## config.mk

```make
export PLATFORM = sky130hd
export DESIGN_NAME = trap_csr_unit_flat
export DESIGN_NICKNAME = d
export VERILOG_FILES = /design/src/rtl/trap_csr_if.sv /design/src/rtl/trap_csr_unit.sv /design/src/flat_wrapper.sv
export SDC_FILE = /design/constraint.sdc
export NUM_CORES = 1
export LEC_CHECK = 0
export BUFFER_PORTS_ARGS = -buffer_cell sky130_fd_sc_hd__clkbuf_2
export CAP_MARGIN = 20
export CORE_MARGIN = 2
export CORE_UTILIZATION = 40
export CTS_CLUSTER_DIAMETER = 200
export DETAILED_ROUTE_END_ITERATION = 12
export PLACE_DENSITY = 0.71
export SYNTH_ARGS = -nofsm -noshare
export SYNTH_HDL_FRONTEND = slang
export SYNTH_SLANG_ARGS = --single-unit
```

## constraint.sdc

```tcl
create_clock -name clk -period 13.7 [get_ports clk]
set_input_delay 0.685 -clock clk [delete_from_list [all_inputs] [get_ports clk]]
set_output_delay 0.685 -clock clk [all_outputs]
set_load 0.02 [all_outputs]
```

## src/rtl/trap_csr_if.sv

```systemverilog
// Bundles the trap/MRET requests, CSR access port and fetch-redirect outputs of trap_csr_unit.
// The pipeline side (execute/trap handler/fetch) uses master; the trap unit uses slave.
interface trap_csr_if #(
    parameter int XLEN = 32
);
    logic            i_exception;
    logic [XLEN-1:0] i_mcause;
    logic [XLEN-1:0] i_pc;
    logic [XLEN-1:0] i_tval;
    logic            i_mret;
    logic            i_csr_we;
    logic            i_csr_re;
    logic [11:0]     i_csr_addr;
    logic [XLEN-1:0] i_csr_wdata;
    logic [XLEN-1:0] o_csr_rdata;
    logic            o_csr_illegal;
    logic            o_redirect;
    logic [XLEN-1:0] o_redirect_pc;
    logic            o_flush;
    logic            o_stall;
    logic            o_mie;

    modport master (
        output i_exception, i_mcause, i_pc, i_tval, i_mret,
               i_csr_we, i_csr_re, i_csr_addr, i_csr_wdata,
        input  o_csr_rdata, o_csr_illegal, o_redirect, o_redirect_pc,
               o_flush, o_stall, o_mie
    );

    modport slave (
        input  i_exception, i_mcause, i_pc, i_tval, i_mret,
               i_csr_we, i_csr_re, i_csr_addr, i_csr_wdata,
        output o_csr_rdata, o_csr_illegal, o_redirect, o_redirect_pc,
               o_flush, o_stall, o_mie
    );
endinterface

```

## src/rtl/trap_csr_unit.sv

```systemverilog
// M-mode trap entry / MRET return controller owning the machine trap CSRs.
// One-cycle ENTER/RETURN states drive the fetch redirect, flush and stall.
module trap_csr_unit #(
    parameter int              XLEN        = 32,
    parameter logic [XLEN-1:0] RESET_MTVEC = 'h100
) (
    input  logic       clk,
    input  logic       rst,
    trap_csr_if.slave  bus
);
    localparam logic [11:0] ADDR_MSTATUS  = 12'h300;
    localparam logic [11:0] ADDR_MTVEC    = 12'h305;
    localparam logic [11:0] ADDR_MSCRATCH = 12'h340;
    localparam logic [11:0] ADDR_MEPC     = 12'h341;
    localparam logic [11:0] ADDR_MCAUSE   = 12'h342;
    localparam logic [11:0] ADDR_MTVAL    = 12'h343;

    typedef enum logic [1:0] {IDLE, ENTER, RETURN} state_t;

    state_t          state, state_nxt;
    logic            mie, mpie;
    logic [XLEN-1:0] mtvec, mscratch, mepc, mcause, mtval;

    logic            csr_hit;
    logic [XLEN-1:0] csr_rdata;
    logic            is_idle, take_trap, take_ret, csr_wr, ret_conflict;

    // Only MIE/MPIE are stored; MPP is hardwired to M-mode.
    function automatic logic [XLEN-1:0] mstatus_view(input logic m_ie, input logic m_pie);
        logic [XLEN-1:0] v;
        v        = '0;
        v[3]     = m_ie;
        v[7]     = m_pie;
        v[12:11] = 2'b11;
        return v;
    endfunction

    function automatic logic [XLEN-1:0] align4(input logic [XLEN-1:0] v);
        return {v[XLEN-1:2], 2'b00};
    endfunction

    always_comb begin
        csr_hit   = 1'b1;
        csr_rdata = '0;
        unique case (bus.i_csr_addr)
            ADDR_MSTATUS:  csr_rdata = mstatus_view(mie, mpie);
            ADDR_MTVEC:    csr_rdata = mtvec;
            ADDR_MSCRATCH: csr_rdata = mscratch;
            ADDR_MEPC:     csr_rdata = mepc;
            ADDR_MCAUSE:   csr_rdata = mcause;
            ADDR_MTVAL:    csr_rdata = mtval;
            default:       csr_hit   = 1'b0;
        endcase
    end

    assign bus.o_csr_rdata   = csr_rdata;
    assign bus.o_csr_illegal = (bus.i_csr_we | bus.i_csr_re) & ~csr_hit;
    assign bus.o_mie         = mie;

    // A trap wins over MRET and CSR writes; MRET wins over writes to the CSRs it consumes.
    assign is_idle      = (state == IDLE);
    assign take_trap    = is_idle & bus.i_exception;
    assign take_ret     = is_idle & bus.i_mret & ~bus.i_exception;
    assign ret_conflict = take_ret & ((bus.i_csr_addr == ADDR_MSTATUS) |
                                      (bus.i_csr_addr == ADDR_MEPC));
    assign csr_wr       = is_idle & bus.i_csr_we & csr_hit & ~bus.i_exception & ~ret_conflict;

    always_ff @(posedge clk or posedge rst) begin
        if (rst) state <= IDLE;
        else     state <= state_nxt;
    end

    always_comb begin
        state_nxt = IDLE;
        if (state == IDLE) begin
            if (take_trap)     state_nxt = ENTER;
            else if (take_ret) state_nxt = RETURN;
        end
    end

    always_comb begin
        bus.o_redirect    = 1'b0;
        bus.o_flush       = 1'b0;
        bus.o_stall       = 1'b0;
        bus.o_redirect_pc = '0;
        unique case (state)
            ENTER: begin
                bus.o_redirect    = 1'b1;
                bus.o_flush       = 1'b1;
                bus.o_stall       = 1'b1;
                bus.o_redirect_pc = align4(mtvec);
            end
            RETURN: begin
                bus.o_redirect    = 1'b1;
                bus.o_flush       = 1'b1;
                bus.o_stall       = 1'b1;
                bus.o_redirect_pc = mepc;
            end
            default: ;
        endcase
    end

    // ---- CSR state update stage ----
    always_ff @(posedge clk or posedge rst) begin
        if (rst) begin
            mie      <= 1'b0;
            mpie     <= 1'b0;
            mtvec    <= align4(RESET_MTVEC);
            mscratch <= '0;
            mepc     <= '0;
            mcause   <= '0;
            mtval    <= '0;
        end else if (take_trap) begin
            mepc   <= align4(bus.i_pc);
            mcause <= bus.i_mcause;
            mtval  <= bus.i_tval;
            mpie   <= mie;
            mie    <= 1'b0;
        end else begin
            if (take_ret) begin
                mie  <= mpie;
                mpie <= 1'b1;
            end
            if (csr_wr) begin
                unique case (bus.i_csr_addr)
                    ADDR_MSTATUS: begin
                        mie  <= bus.i_csr_wdata[3];
                        mpie <= bus.i_csr_wdata[7];
                    end
                    ADDR_MTVEC:    mtvec    <= align4(bus.i_csr_wdata);
                    ADDR_MSCRATCH: mscratch <= bus.i_csr_wdata;
                    ADDR_MEPC:     mepc     <= align4(bus.i_csr_wdata);
                    ADDR_MCAUSE:   mcause   <= bus.i_csr_wdata;
                    ADDR_MTVAL:    mtval    <= bus.i_csr_wdata;
                    default: ;
                endcase
            end
        end
    end
endmodule

```

## src/flat_wrapper.sv

```systemverilog
// flat-port wrapper written by rule: the top's interface ports become plain ports
module trap_csr_unit_flat 
#(
    parameter int              XLEN        = 32,
    parameter logic [XLEN-1:0] RESET_MTVEC = 'h100
)
  (clk, rst, bus_i_exception, bus_i_mcause, bus_i_pc, bus_i_tval, bus_i_mret, bus_i_csr_we, bus_i_csr_re, bus_i_csr_addr, bus_i_csr_wdata, bus_o_csr_rdata, bus_o_csr_illegal, bus_o_redirect, bus_o_redirect_pc, bus_o_flush, bus_o_stall, bus_o_mie);
  trap_csr_if #(.XLEN(XLEN)) bus_i ();
  input  logic clk;
  input  logic rst;
  input wire logic [$bits(bus_i.i_exception)-1:0] bus_i_exception;
  input wire logic [$bits(bus_i.i_mcause)-1:0] bus_i_mcause;
  input wire logic [$bits(bus_i.i_pc)-1:0] bus_i_pc;
  input wire logic [$bits(bus_i.i_tval)-1:0] bus_i_tval;
  input wire logic [$bits(bus_i.i_mret)-1:0] bus_i_mret;
  input wire logic [$bits(bus_i.i_csr_we)-1:0] bus_i_csr_we;
  input wire logic [$bits(bus_i.i_csr_re)-1:0] bus_i_csr_re;
  input wire logic [$bits(bus_i.i_csr_addr)-1:0] bus_i_csr_addr;
  input wire logic [$bits(bus_i.i_csr_wdata)-1:0] bus_i_csr_wdata;
  output wire logic [$bits(bus_i.o_csr_rdata)-1:0] bus_o_csr_rdata;
  output wire logic [$bits(bus_i.o_csr_illegal)-1:0] bus_o_csr_illegal;
  output wire logic [$bits(bus_i.o_redirect)-1:0] bus_o_redirect;
  output wire logic [$bits(bus_i.o_redirect_pc)-1:0] bus_o_redirect_pc;
  output wire logic [$bits(bus_i.o_flush)-1:0] bus_o_flush;
  output wire logic [$bits(bus_i.o_stall)-1:0] bus_o_stall;
  output wire logic [$bits(bus_i.o_mie)-1:0] bus_o_mie;
  assign bus_i.i_exception = bus_i_exception;
  assign bus_i.i_mcause = bus_i_mcause;
  assign bus_i.i_pc = bus_i_pc;
  assign bus_i.i_tval = bus_i_tval;
  assign bus_i.i_mret = bus_i_mret;
  assign bus_i.i_csr_we = bus_i_csr_we;
  assign bus_i.i_csr_re = bus_i_csr_re;
  assign bus_i.i_csr_addr = bus_i_csr_addr;
  assign bus_i.i_csr_wdata = bus_i_csr_wdata;
  assign bus_o_csr_rdata = bus_i.o_csr_rdata;
  assign bus_o_csr_illegal = bus_i.o_csr_illegal;
  assign bus_o_redirect = bus_i.o_redirect;
  assign bus_o_redirect_pc = bus_i.o_redirect_pc;
  assign bus_o_flush = bus_i.o_flush;
  assign bus_o_stall = bus_i.o_stall;
  assign bus_o_mie = bus_i.o_mie;
  trap_csr_unit #(.XLEN(XLEN), .RESET_MTVEC(RESET_MTVEC)) u_core (.clk(clk), .rst(rst), .bus(bus_i));
endmodule
```

# --- Word level (Yosys, flattened, before mapping) ---
# Index checks and enable logic that the tools add are counted.
totals:
  ff_bits: 162
  in_bits: 146
  output_inout_bits: 69
  elab_cells: 67
op_classes:
  eq_ne: 8
  muxes: 24
  bitwise_logic: 15
  reduce_logical: 12
op_table:
  columns: ["operator", "count"]
  rows:
  - ["32-bit two-way mux", 9]
  - ["32-bit case mux with 6 select lines", 1]
  - ["12-bit by 10-bit == test with 1-bit output (second input constant)", 6]
  - ["32-bit case mux with 2 select lines", 1]
  - ["1-bit two-way mux", 10]
  - ["1-bit bitwise AND", 9]
  - ["2-bit nonzero test", 4]
  - ["2-bit two-way mux", 3]
  - ["2-bit AND reduction", 3]
  - ["3-bit AND reduction", 2]
  - ["6-bit OR reduction", 1]
  - ["1-bit inverter", 4]
  - ["2-bit by 1-bit == test with 1-bit output (second input constant)", 1]
  - ["2-bit == test (second input constant)", 1]
  - ["2-bit zero test", 1]
  - ["1-bit OR", 2]
  - ["2-bit OR reduction", 1]

# --- Longest topological paths before layout ---
# Gate-level depths: netlist of run 1.
logic_depth:
  word_depth: 8
  mapped_depth: 9
  depth_no_buf: 7

# --- Worst setup path after synthesis of run 1 ---
# Ideal clock, no wire load.
synth_path:
  path_kind: "in2out"
  startpoint: "input port bus_i_csr_addr[10]"
  endpoint: "output port bus_o_csr_rdata[0]"
  arrival_time_ns: 1.983
  required_ns: 13.015
  setup_slack_ns: 11.032
  path_stages: 6
  path_buffers: 2
  cell_sequence: "and4bb_2 -> buf_4 -> and2_1 -> buf_4 -> nand2_1 -> o21ai_0"
synth_between:
  elab_chain_len: 2
  word_cells_on_any_way: 7
  cone_classes: "6 x eq/ne; 1 x mux"
synth_rtl:
  columns: ["item", "line_no", "source"]
  rows:
  - ["from (decl)", "flat_wrapper.sv:18", "input wire logic [$bits(bus_i.i_csr_addr)-1:0] bus_i_csr_addr;"]
  - ["12-bit by 10-bit == test with 1-bit output", "trap_csr_unit.sv:45", "unique case (bus.i_csr_addr)"]
  - ["32-bit case mux with 6 select lines (*)", "trap_csr_unit.sv:45", null]
  - ["to (decl)", "flat_wrapper.sv:20", "output wire logic [$bits(bus_i.o_csr_rdata)-1:0] bus_o_csr_rdata;"]
# Every way passes the cells marked *; elsewhere a longest branch is shown, timed or not.

# --- Final worst setup path of run 1 ---
layout_path:
  startpoint: "input port bus_i_csr_addr[0]"
  endpoint: "output port bus_o_csr_rdata[12]"
# The elaborated chain is that of the path after synthesis.

==> impl_results.md, run 1 <==
- Run status: complete, no violations
- DRT iter0 DRCs: ~660
- Worst slew pin tran: 1.170 ns
- Setup-failing EPs final: 0
- Antenna viol nets, final: 0
- Worst-Skew Late Latency: between 0.4 and 0.5 ns
- Distinct cells, synth: 48
- Drt pass-1 iters: 5
- Synth Register Bits: 160
- DR vias: 8074
- Post-synth top flop: dfrtp_1
- Grt ovf: 0
- Flop2flop setup slack: 10.82 ns
- Peak VDD IR: between 0.00005 and 0.00006 V
- Reg2Reg Depth: 7
- Kind of end point of the critical path: output pin
- CP required: around 13 ns
- Dpl cells: approximately 1300
- CTS Buffer Depth: 2
- Worst hold slack: roughly 0.38 ns
- Post-layout util: 48.33%
- Post-synth EDFFs: 0
- Die Ht: 155.6 µm
- Leading area contributor after synthesis: dfrtp_1
- Setup TNS: 0 ns
- Unrepaired setup endpoints after global routing: no
- Routability cong.: 0.7985
- # port buffers: 210
- FF-to-FF End: u_core.mtvec[9]$_DFFE_PP0P_
- Vias per cell: roughly 6.1
- Fill count: about 2100
- H-Tree Level Count: 4
- CTS root buf: clkbuf_16
- Synth Cell Area: between 9000 and 10000 µm²
- Inserted Clock Buffers: 17
- Final nets: ~1200
- Clk sink count: 160
- Post-synthesis sequential area ratio: between 40 and 50%
- Synth top area share: between 40 and 50%
- Tmin final: between 3 and 4 ns
- Worst Path Class, Setup: input pin to output pin
- Post-route insts no fill: 1330
- GRT Util Overall: approximately a quarter
- Final Cycle Share: a little over a quarter
- Cells resized by post-CTS repair: 0
- Layout cell share with drive strength beyond 1: between 30% and 40%
- Hold crit path type: input pin to asynchronous set/reset pin
- WL final: 30220 µm
- Layout area overhead: 18.66%
- Row count: 55
- Clk pin slew, worst setup/hold paths: 0.06 ns
- Die width: 155.6 µm
- Arrival time worst endpoint: between 3 and 4 ns
- Dpl hpwl: ~18000 µm
- Multi-input logic area: between 4000 and 5000 µm²
- CTS tree: done
- Die area: roughly 24000 µm²
- First-pass GRT wire length: between 40000 and 50000 µm
- Initial antenna violation count: 1
- Cells after Synth: 880
- Largest net degree at the start of global routing: 85
- Post-CTS setup buffers: 0
- Register Area: 4005 µm²
- Total DRC errors in the routed layout: 0
- Final hold vios: 0
- CP Launch Type: input pin
- Ranking of synthesized cells by area: dfrtp_1 43%, mux4_2 6.9%, o21ai_0 5.3%, mux2_4 4.9%, a31oi_1 4.3%
- Post-synth top cells: 159 x dfrtp_1, 97 x o21ai_0, 69 x nor2_1
- I/O Pins: between 200 and 250
- Slew Limit Fails: 0
- Synth Warn #: 0
- Slew margin rel.: between 20% and 30%
- Fmax: approximately 0.27 GHz
- Pleak: 5.171 nW
- Worst Path Max Fanout: 42
- Max-capacitance violation count: 0
- Routed WL per cell: 22.72 µm
- Core area: roughly 23000 µm²
- Initial Util: between 40% and 50%
- Vias in the first global route: 8241
- Syn Area/Cell: 10.45 µm²
- Post-synth ARST share: 100.0%
- Count leader, synth: dfrtp_1
- P per Cell Area: 116.7 nW/µm²
- Cts hold-fix bufs: 0
- Worst Clk Skew: 0.008073 ns
- Reg2Reg Launch Point: u_core.state[0]$_DFF_PP0_
==> worst max-delay path by stage <==
stage,start,end,depth (start not counted)
finish,bus_i_csr_addr[0],bus_o_csr_rdata[12],6
global route,bus_i_csr_addr[0],bus_o_csr_rdata[3],7
global placement,bus_i_csr_addr[0],u_core.mtvec[16]$_DFFE_PP0P_,7
CTS,bus_i_csr_addr[0],bus_o_csr_rdata[11],6
detailed placement,bus_i_csr_addr[0],u_core.mtvec[13]$_DFFE_PP0P_,7
floorplan,rst,u_core.bus.o_mie$_DFF_PP0_,1
==> report_power, final <==
group | switching (mW) | internal, mW
Clock | 0.204 | 0.304
Sequential | 0.0317 | 0.523
Combinational | 0.121 | 0.0891
==> cell type report <==
type | count | area share, %
Inverter | 5 | 0.2409
Timing Repair Buffer | 222 | 10.53
Antenna cell | 1 | 0.02294
Sequential cell | 160 | 36.71
Multi-Input combinational cell | 625 | 43.50
Tap cell | 285 | 3.269
Clock inverter | 11 | 1.411
Clock buffer | 21 | 4.312
==> sequential cells by signal, indices dropped and copies added, names as in the netlist <==
signal	flops
u_core.state	2
u_core.mtvec	30
u_core.mscratch	32
u_core.mtval	32
u_core.mepc	30
u_core.mpie	1
u_core.bus.o_mie	1
u_core.mcause	32
==> metrics by stage <==
stage          worst slack, ns  cell area [µm²]  power (mW)
2_1_floorplan            8.697             9198      0.6934
3_3_place_gp             9.721            10270      0.7609
3_5_place_dp             9.676            10280      0.7715
4_1_cts                  10.04            10910       1.280
5_1_grt                  9.797            10910       1.331
6_report                 9.999            10910       1.273
==> cells in the final DEF (no fill, tap or decap), types with 6 or more instances in the layout <==
master and n:
nor2_1 69, nor2b_1 31, dfrtp_1 159, a31oi_1 62, mux4_2 28, clkbuf_16 17, buf_4 11, and3_1 31
nand2_1 37, mux2_2 32, o21ai_0 97, mux2_4 30, a22o_1 26, a21oi_1 66, clkbuf_2 209, nand4_1 6
mux2i_1 39, a22oi_1 30
==> cells by family after synthesis <==
| kind of cell | after synthesis | synth area share, % |
|---|---|---|
| compound gates | 290 | 18.94 |
| xor+xnor | 1 | 0.09528 |
| fa+ha+maj | 3 | 0.4083 |
| buf+inv | 96 | 5.457 |
| flops | 160 | 43.56 |
| mux | 129 | 19.92 |
| other cells | 1 | 0.04079 |
| simple gates | 200 | 11.57 |
==> critical path, cell delays in order <==
cell and delay, ns:
buf_2 0.08, buf_4 0.61, nor4bb_1 0.27, and4b_2 0.86
a221o_1 0.30, clkbuf_2 0.17
==> metal layers <==
| metal | up-vias | GRT usage (%) | share of wire (%) |
|---|---|---|---|
| met5 | - | 0 | 0 |
| met4 | 0 | 8.388 | 1.8 |
| met3 | 43 | 4.722 | 7.1 |
| met2 | 401 | 41.09 | 49 |
| met1 | 4059 | 34.00 | 42 |
| li1 | 3571 | - | - |
Note: power is estimated with default switching activity, not from simulation.
==> run 2, diff against run 1 <==
--- a/config.mk
+++ b/config.mk
@@ -11,7 +11,7 @@
 export CORE_UTILIZATION = 40
 export CTS_CLUSTER_DIAMETER = 200
 export DETAILED_ROUTE_END_ITERATION = 12
-export PLACE_DENSITY = 0.71
+export PLACE_DENSITY = 0.74
 export SYNTH_ARGS = -nofsm -noshare
 export SYNTH_HDL_FRONTEND = slang
 export SYNTH_SLANG_ARGS = --single-unit
==> constraint.sdc (replaced) <==
create_clock -name clk -period 3.4 [get_ports clk]
set_input_delay 0.17 -clock clk [delete_from_list [all_inputs] [get_ports clk]]
set_output_delay 0.17 -clock clk [all_outputs]
set_load 0.02 [all_outputs]
==> impl_results.md, run 2 (same netlist as run 1, synthesis figures left out) <==
- Clk pin slew, worst setup/hold paths: 0.07 ns (was 0.06 ns)
- Unrepaired setup endpoints after global routing: no (unchanged)
- # port buffers: 210 (unchanged)
- Pleak: 5.428 nW (was 5.171 nW)
- Dpl hpwl: 18810 µm (was 18500 µm)
- Peak VDD IR: 0.0002797 V (was 0.00005611 V)
- Antenna viol nets, final: 0 (unchanged)
- CTS tree: done (unchanged)
- DRT iter0 DRCs: 642 (was 661)
- CTS root buf: clkbuf_16 (unchanged)
- GRT Util Overall: 25.60% (was 25.20%)
- Worst hold slack: -0.01213 ns (was 0.3780 ns)
- Inserted Clock Buffers: 17 (unchanged)
- Grt ovf: 0 (unchanged)
- CTS Buffer Depth: 2 (unchanged)
- Hold crit path type: input pin to asynchronous set/reset pin (unchanged)
- Flop2flop setup slack: 1.02 ns (was 10.82 ns)
- Total DRC errors in the routed layout: 0 (unchanged)
- Final nets: 1247 (was 1180)
- Initial antenna violation count: 0 (was 1)
- First-pass GRT wire length: 47460 µm (was 46840 µm)
- Vias per cell: 5.971 (was 6.071)
- Cells resized by post-CTS repair: 0 (unchanged)
- Vias in the first global route: 8458 (was 8241)
- Die Ht: 155.6 µm (unchanged)
- CP Launch Type: flop (was input pin)
- I/O Pins: 215 (unchanged)
- Antenna diodes: 0 (was 1)
- Tmin final: 2.529 ns
- Failing checks: hold timing
- FF-to-FF End: u_core.mtvec[9]$_DFFE_PP0P_ (unchanged)
- Initial Util: 40.73% (unchanged)
- Final hold vios: 2 (was 0)
- CP Cell Sequence: inv_1 > ha_1 > buf_4 > nor2b_1 > clkbuf_2 (was buf_2 > buf_4 > nor4bb_1 > and4b_2 > a221o_1 > clkbuf_2)
- DR vias: 8335 (was 8074)
- Worst Clk Skew: 0.007252 ns (was 0.008073 ns)
- Die area: 24210 µm² (unchanged)
- Dpl cells: 1305 (was 1297)
- Fmax: a little under 0.4 GHz
- Biggest regs: u_core.mcause (32), u_core.mscratch (32), u_core.mtval (32) (unchanged)
- Die width: 155.6 µm (unchanged)
- Worst Path Class, Setup: flop to output pin (was input pin to output pin)
- Routed WL per cell: 22.09 µm (was 22.72 µm)
- Slew Limit Fails: 0 (unchanged)
- Post-route insts no fill: 1396 (was 1330)
- Row count: 55 (unchanged)
- Largest net degree at the start of global routing: 161 (was 85)
- Post-CTS setup buffers: 0 (unchanged)
- Routability cong.: 0.8132 (was 0.7985)
- Most common cell after layout, fill and taps aside: clkbuf_2 (unchanged)
- Clk sink count: 160 (unchanged)
- Core area: 22570 µm² (unchanged)
- Drt pass-1 iters: 5 (unchanged)
- Setup TNS: 0 ns (unchanged)
- Setup-failing EPs final: 0 (unchanged)
- CP required: 3.23 ns (was 13.02 ns)
- H-Tree Level Count: 4 (unchanged)
- Layout area overhead: 25.35% (was 18.66%)
- Worst-Skew Late Latency: 0.42 ns (was 0.43 ns)
- Kind of end point of the critical path: output pin (unchanged)
- Slowest stage delay, CP: 0.70 ns (was 0.86 ns)
- Final Cycle Share: about 74%
- Run status: finished with violations (was complete, no violations)
- Max-capacitance violation count: 0 (unchanged)
- Arrival time worst endpoint: 2.36 ns (was 3.02 ns)
- Worst Path Max Fanout: 19 (was 42)
- Slew margin rel.: 40.09% (was 21.98%)
- Reg2Reg Launch Point: u_core.state[0]$_DFF_PP0_ (unchanged)
- Most frequent cells in the layout: 209 x clkbuf_2, 159 x dfrtp_1, 97 x o21ai_0 (unchanged)
- Largest delay share family, worst path: adder cells (was simple AND/OR/NAND/NOR gates)
- WL final: 30830 µm (was 30220 µm)
- Reg2Reg Depth: 7 (unchanged)
- Total power: 5.038 mW (was 1.273 mW)
- Layout cell share with drive strength beyond 1: 33.48% (was 34.87%)
- CP bufs+invs: 3 (unchanged)
- P per Cell Area: 437.1 nW/µm² (was 116.7 nW/µm²)
- CP max-delay cell: ha_1 (was and4b_2)
- Worst slew pin tran: 0.8987 ns (was 1.170 ns)
-- run 2: worst min-delay path: stages --
cell	delay, ns
clkbuf_2	0.10
clkinvlp_4	0.07
buf_12	0.59
-- run 2: worst max path at each step --
stage | startpoint | endpoint | slack [ns] | cells past startpoint
2_1_floorplan | rst | u_core.bus.o_mie$_DFF_PP0_ | 1.20 | 1
3_3_place_gp | bus_i_csr_addr[1] | u_core.mscratch[21]$_DFFE_PP0P_ | 1.02 | 4
3_5_place_dp | bus_i_csr_addr[1] | u_core.mscratch[21]$_DFFE_PP0P_ | 0.97 | 4
4_1_cts | u_core.state[0]$_DFF_PP0_ | bus_o_redirect_pc[18] | 0.86 | 5
5_1_grt | u_core.state[0]$_DFF_PP0_ | bus_o_redirect_pc[18] | 0.72 | 5
6_report | u_core.state[0]$_DFF_PP0_ | bus_o_redirect_pc[7] | 0.87 | 5
-- run 2: where the power goes --
part / switching (mW) / total [mW] / internal, mW
sequential: 0.127 / 2.23 / 2.11
clock: 0.824 / 1.90 / 1.07
combinational: 0.501 / 0.907 / 0.406
-- run 2: cell type report --
class / count / area, µm²
clock inverter: 11 / 105.1
inverter: 5 / 25.02
multi-input combinational: 625 / 4746
sequential: 160 / 4005
tap: 285 / 356.6
timing repair buffer: 289 / 1817
clock buffer: 21 / 470.5
fill: 2052 / 11050
-- run 2: per-stage QoR --
| step | util, % | setup slack (ns) | instance area, µm² |
|---|---|---|---|
| 4_1_cts | 51.06 | 0.8642 | 11520 |
| 5_1_grt | 51.06 | 0.7244 | 11520 |
| 2_1_floorplan | - | 1.202 | 9201 |
| 3_5_place_dp | 45.89 | 0.9709 | 10360 |
| 3_3_place_gp | 45.89 | 1.016 | 10360 |
| 6_report | 51.06 | 0.8714 | 11520 |
-- run 2: timing repair --
| action | in CTS | in global routing |
|---|---|---|
| hold buffers | 59 | 0 |
| endpoints found under the setup margin | 0 | 0 |
| endpoints found under the hold margin | 59 | 0 |
-- run 2: routing by layer --
layer | up-vias | GRT usage [%] | part of all wire, %
li1 | 3691 | - | -
met2 | 443 | 40.64 | 47
met3 | 63 | 4.639 | 7.7
met5 | - | 0 | 0
met1 | 4138 | 34.75 | 42
met4 | 0 | 10.53 | 2.9
==> run 3, diff against run 2 <==
==> constraint.sdc (replaced) <==
create_clock -name clk -period 2.07 [get_ports clk]
set_input_delay 0.1035 -clock clk [delete_from_list [all_inputs] [get_ports clk]]
set_output_delay 0.1035 -clock clk [all_outputs]
set_load 0.02 [all_outputs]
==> impl_results.md, run 3 (same netlist as run 1, synthesis figures left out) <==
- Worst slew pin tran: 0.5583 ns (was 0.8987 ns)
- Pleak: 5.953 nW (was 5.428 nW)
- Core area: 22570 µm² (unchanged)
- Run status: complete, no violations (was finished with violations)
- Combinational Power Share: 19.6% (was 18.0%)
- Unrepaired setup endpoints after global routing: yes (was no)
- Peak VDD IR: 0.0003885 V (was 0.0002797 V)
- Total DRC errors in the routed layout: 0 (unchanged)
- Internal: 6.049 mW (was 3.585 mW)
- I/O Pins: 215 (unchanged)
- Antenna diodes: 0 (unchanged)
- CP required: 1.97 ns (was 3.23 ns)
- Slew margin rel.: 62.66% (was 40.09%)
- CP Launch Type: flop (unchanged)
- GRT Util Overall: 27.25% (was 25.60%)
- Setup-failing EPs final: 0 (unchanged)
- Final hold vios: 0 (was 2)
- CP max-delay cell: dfrtp_1 (was ha_1)
- Worst Clk Skew: 0.007384 ns (was 0.007252 ns)
- Layout area overhead: 38.02% (was 25.35%)
- Slowest stage delay, CP: 0.39 ns (was 0.70 ns)
- Clk pin slew, worst setup/hold paths: 0.07 ns (about the same)
- Routed WL per cell: 22.32 µm (was 22.09 µm)
- Kind of end point of the critical path: output pin (unchanged)
- Clk pwr share: 37.3% (was 37.6%)
- Reg2Reg Launch Point: u_core.state[0]$_DFF_PP0_ (unchanged)
- Inserted Clock Buffers: 17 (unchanged)
- Antenna viol nets, final: 0 (unchanged)
- Hold crit path type: input pin to flop (was input pin to asynchronous set/reset pin)
- CTS Buffer Depth: 2 (unchanged)
- Final Cycle Share: between 90 and 100%
- P per Cell Area: 671.2 nW/µm² (was 437.1 nW/µm²)
- Dpl hpwl: 20500 µm (was 18810 µm)
- Setup TNS: 0 ns (unchanged)
- Clk sink count: 160 (unchanged)
- Die Ht: 155.6 µm (unchanged)
- Max-capacitance violation count: 0 (unchanged)
- CTS root buf: clkbuf_16 (unchanged)
- DRT iter0 DRCs: 775 (was 642)
- Reg2Reg Depth: 8 (was 7)
- WHS Endpoint: u_core.mtvec[20]$_DFFE_PP0P_
- Slew Limit Fails: 0 (unchanged)
- Vias in the first global route: 9120 (was 8458)
- Most common cell after layout, fill and taps aside: clkbuf_2 (unchanged)
- Worst Path Max Fanout: 25 (was 19)
- Initial Util: 40.73% (unchanged)
- Arrival time worst endpoint: 1.90 ns (was 2.36 ns)
- Worst-Skew Late Latency: 0.43 ns (was 0.42 ns)
- Drt pass-1 iters: 5 (unchanged)
- CP Cell Sequence: inv_1 > ha_2 > buf_8 > nor2b_1 > clkbuf_2 (was inv_1 > ha_1 > buf_4 > nor2b_1 > clkbuf_2)
- Final nets: 1346 (was 1247)
- Routability cong.: 0.8369 (was 0.8132)
- Biggest regs: u_core.mcause (32), u_core.mscratch (32), u_core.mtval (32) (unchanged)
- CTS tree: done (unchanged)
- Fmax: about 0.5 GHz
- Sequential Power Share: 43.2% (was 44.4%)
- Flop2flop setup slack: 0.10 ns (was 1.02 ns)
- First-pass GRT wire length: 50720 µm (was 47460 µm)
- Worst hold slack: 0.03071 ns (was -0.01213 ns)
- WL final: 33370 µm (was 30830 µm)
- Initial antenna violation count: 1 (was 0)
- FF-to-FF End: u_core.mtvec[10]$_DFFE_PP0P_ (was u_core.mtvec[9]$_DFFE_PP0P_)
- Die width: 155.6 µm (unchanged)
- # port buffers: 210 (unchanged)
- Worst Hold Depth: 2
- Most frequent cells in the layout: 209 x clkbuf_2, 159 x dfrtp_1, 125 x dlygate4sd3_1 (was 209 x clkbuf_2, 159 x dfrtp_1, 97 x o21ai_0)
- DR vias: 8902 (was 8335)
- Layout cell share with drive strength beyond 1: 33.64% (was 33.48%)
- Sw frac: 28.97% (was 28.83%)
- Die area: 24210 µm² (unchanged)
- Worst hold start: bus_i_csr_wdata[20]
- Largest net degree at the start of global routing: 82 (was 161)
- Row count: 55 (unchanged)
- Worst Path Class, Setup: flop to output pin (unchanged)
- Vias per cell: 5.955 (was 5.971)
- H-Tree Level Count: 4 (unchanged)
- Tmin final: between 2 and 2.5 ns
- Net Switching: 2.468 mW (was 1.452 mW)
- Grt ovf: 0 (unchanged)
-- run 3: final cells by class --
cell class | instances | area, µm²
Sequential cell | 160 | 4005
Inverter | 5 | 25.02
Timing Repair Buffer | 388 | 2959
Multi-Input combinational cell | 625 | 4758
Fill cell | 1888 | 9882
Clock inverter | 15 | 160.2
Tap cell | 285 | 356.6
Clock buffer | 17 | 425.4
-- run 3: power groups by stage --
stage | clock network [mW] | logic [mW] | registers [mW]
after global placement | 0 | 1.41 | 3.70
after CTS | 3.23 | 1.64 | 3.66
after detailed placement | 0 | 1.45 | 3.72
after floorplan | 0 | 0.944 | 3.65
after global routing | 3.37 | 1.82 | 3.71
final | 3.18 | 1.67 | 3.68
-- run 3: worst max-delay path by stage --
stage / slack [ns] / end / start
finish: 0.07 / bus_o_redirect_pc[7] / u_core.state[1]$_DFF_PP0_
global route: -0.007 / u_core.mcause[8]$_DFFE_PP0P_ / u_core.state[0]$_DFF_PP0_
CTS: 0.04 / bus_o_redirect_pc[3] / u_core.state[0]$_DFF_PP0_
detailed placement: 0.06 / u_core.mtvec[16]$_DFFE_PP0P_ / u_core.state[0]$_DFF_PP0_
global placement: 0.11 / u_core.mtvec[22]$_DFFE_PP0P_ / u_core.state[0]$_DFF_PP0_
floorplan: -0.06 / u_core.bus.o_mie$_DFF_PP0_ / rst
-- run 3: what timing repair did --
item / 4_1_cts / 5_1_grt
setup buffers: 0 / 3
endpoints found under the hold margin: 310 / 0
resized for setup: 0 / 4
hold buffers: 125 / 0
endpoints found under the setup margin: 0 / 40
-- run 3: metrics by stage --
stage / instance area (µm²) / utilization, % / total power, mW / cells / setup WS, ns
finish: 12690 / 56.22 / 8.517 / 1495 / 0.06675
global route: 12690 / 56.22 / 8.896 / 1495 / -0.007480
CTS: 12570 / 55.70 / 8.528 / 1489 / 0.03910
detailed placement: 10740 / 47.57 / 5.166 / 1332 / 0.06459
global placement: 10740 / 47.57 / 5.107 / 1332 / 0.1064
floorplan: 9201 / - / 4.590 / 881 / -0.06153
-- run 3: layer usage --
metal | vias to the layer above | GRT usage (%) | part of all wire (%)
met2 | 530 | 45.66 | 49
met3 | 78 | 4.944 | 8.2
li1 | 3897 | - | -
met1 | 4395 | 35.03 | 40
met4 | 2 | 11.01 | 3.3
met5 | - | 0 | 0.036
-- run 3: worst max-delay path: cells and delay by family (launching register included) --
kind	cells	cell delay, ns
DFF	1	0.39
adders and majority gates	1	0.35
and+or+nand+nor	1	0.22
buffers and inverters	3	0.50
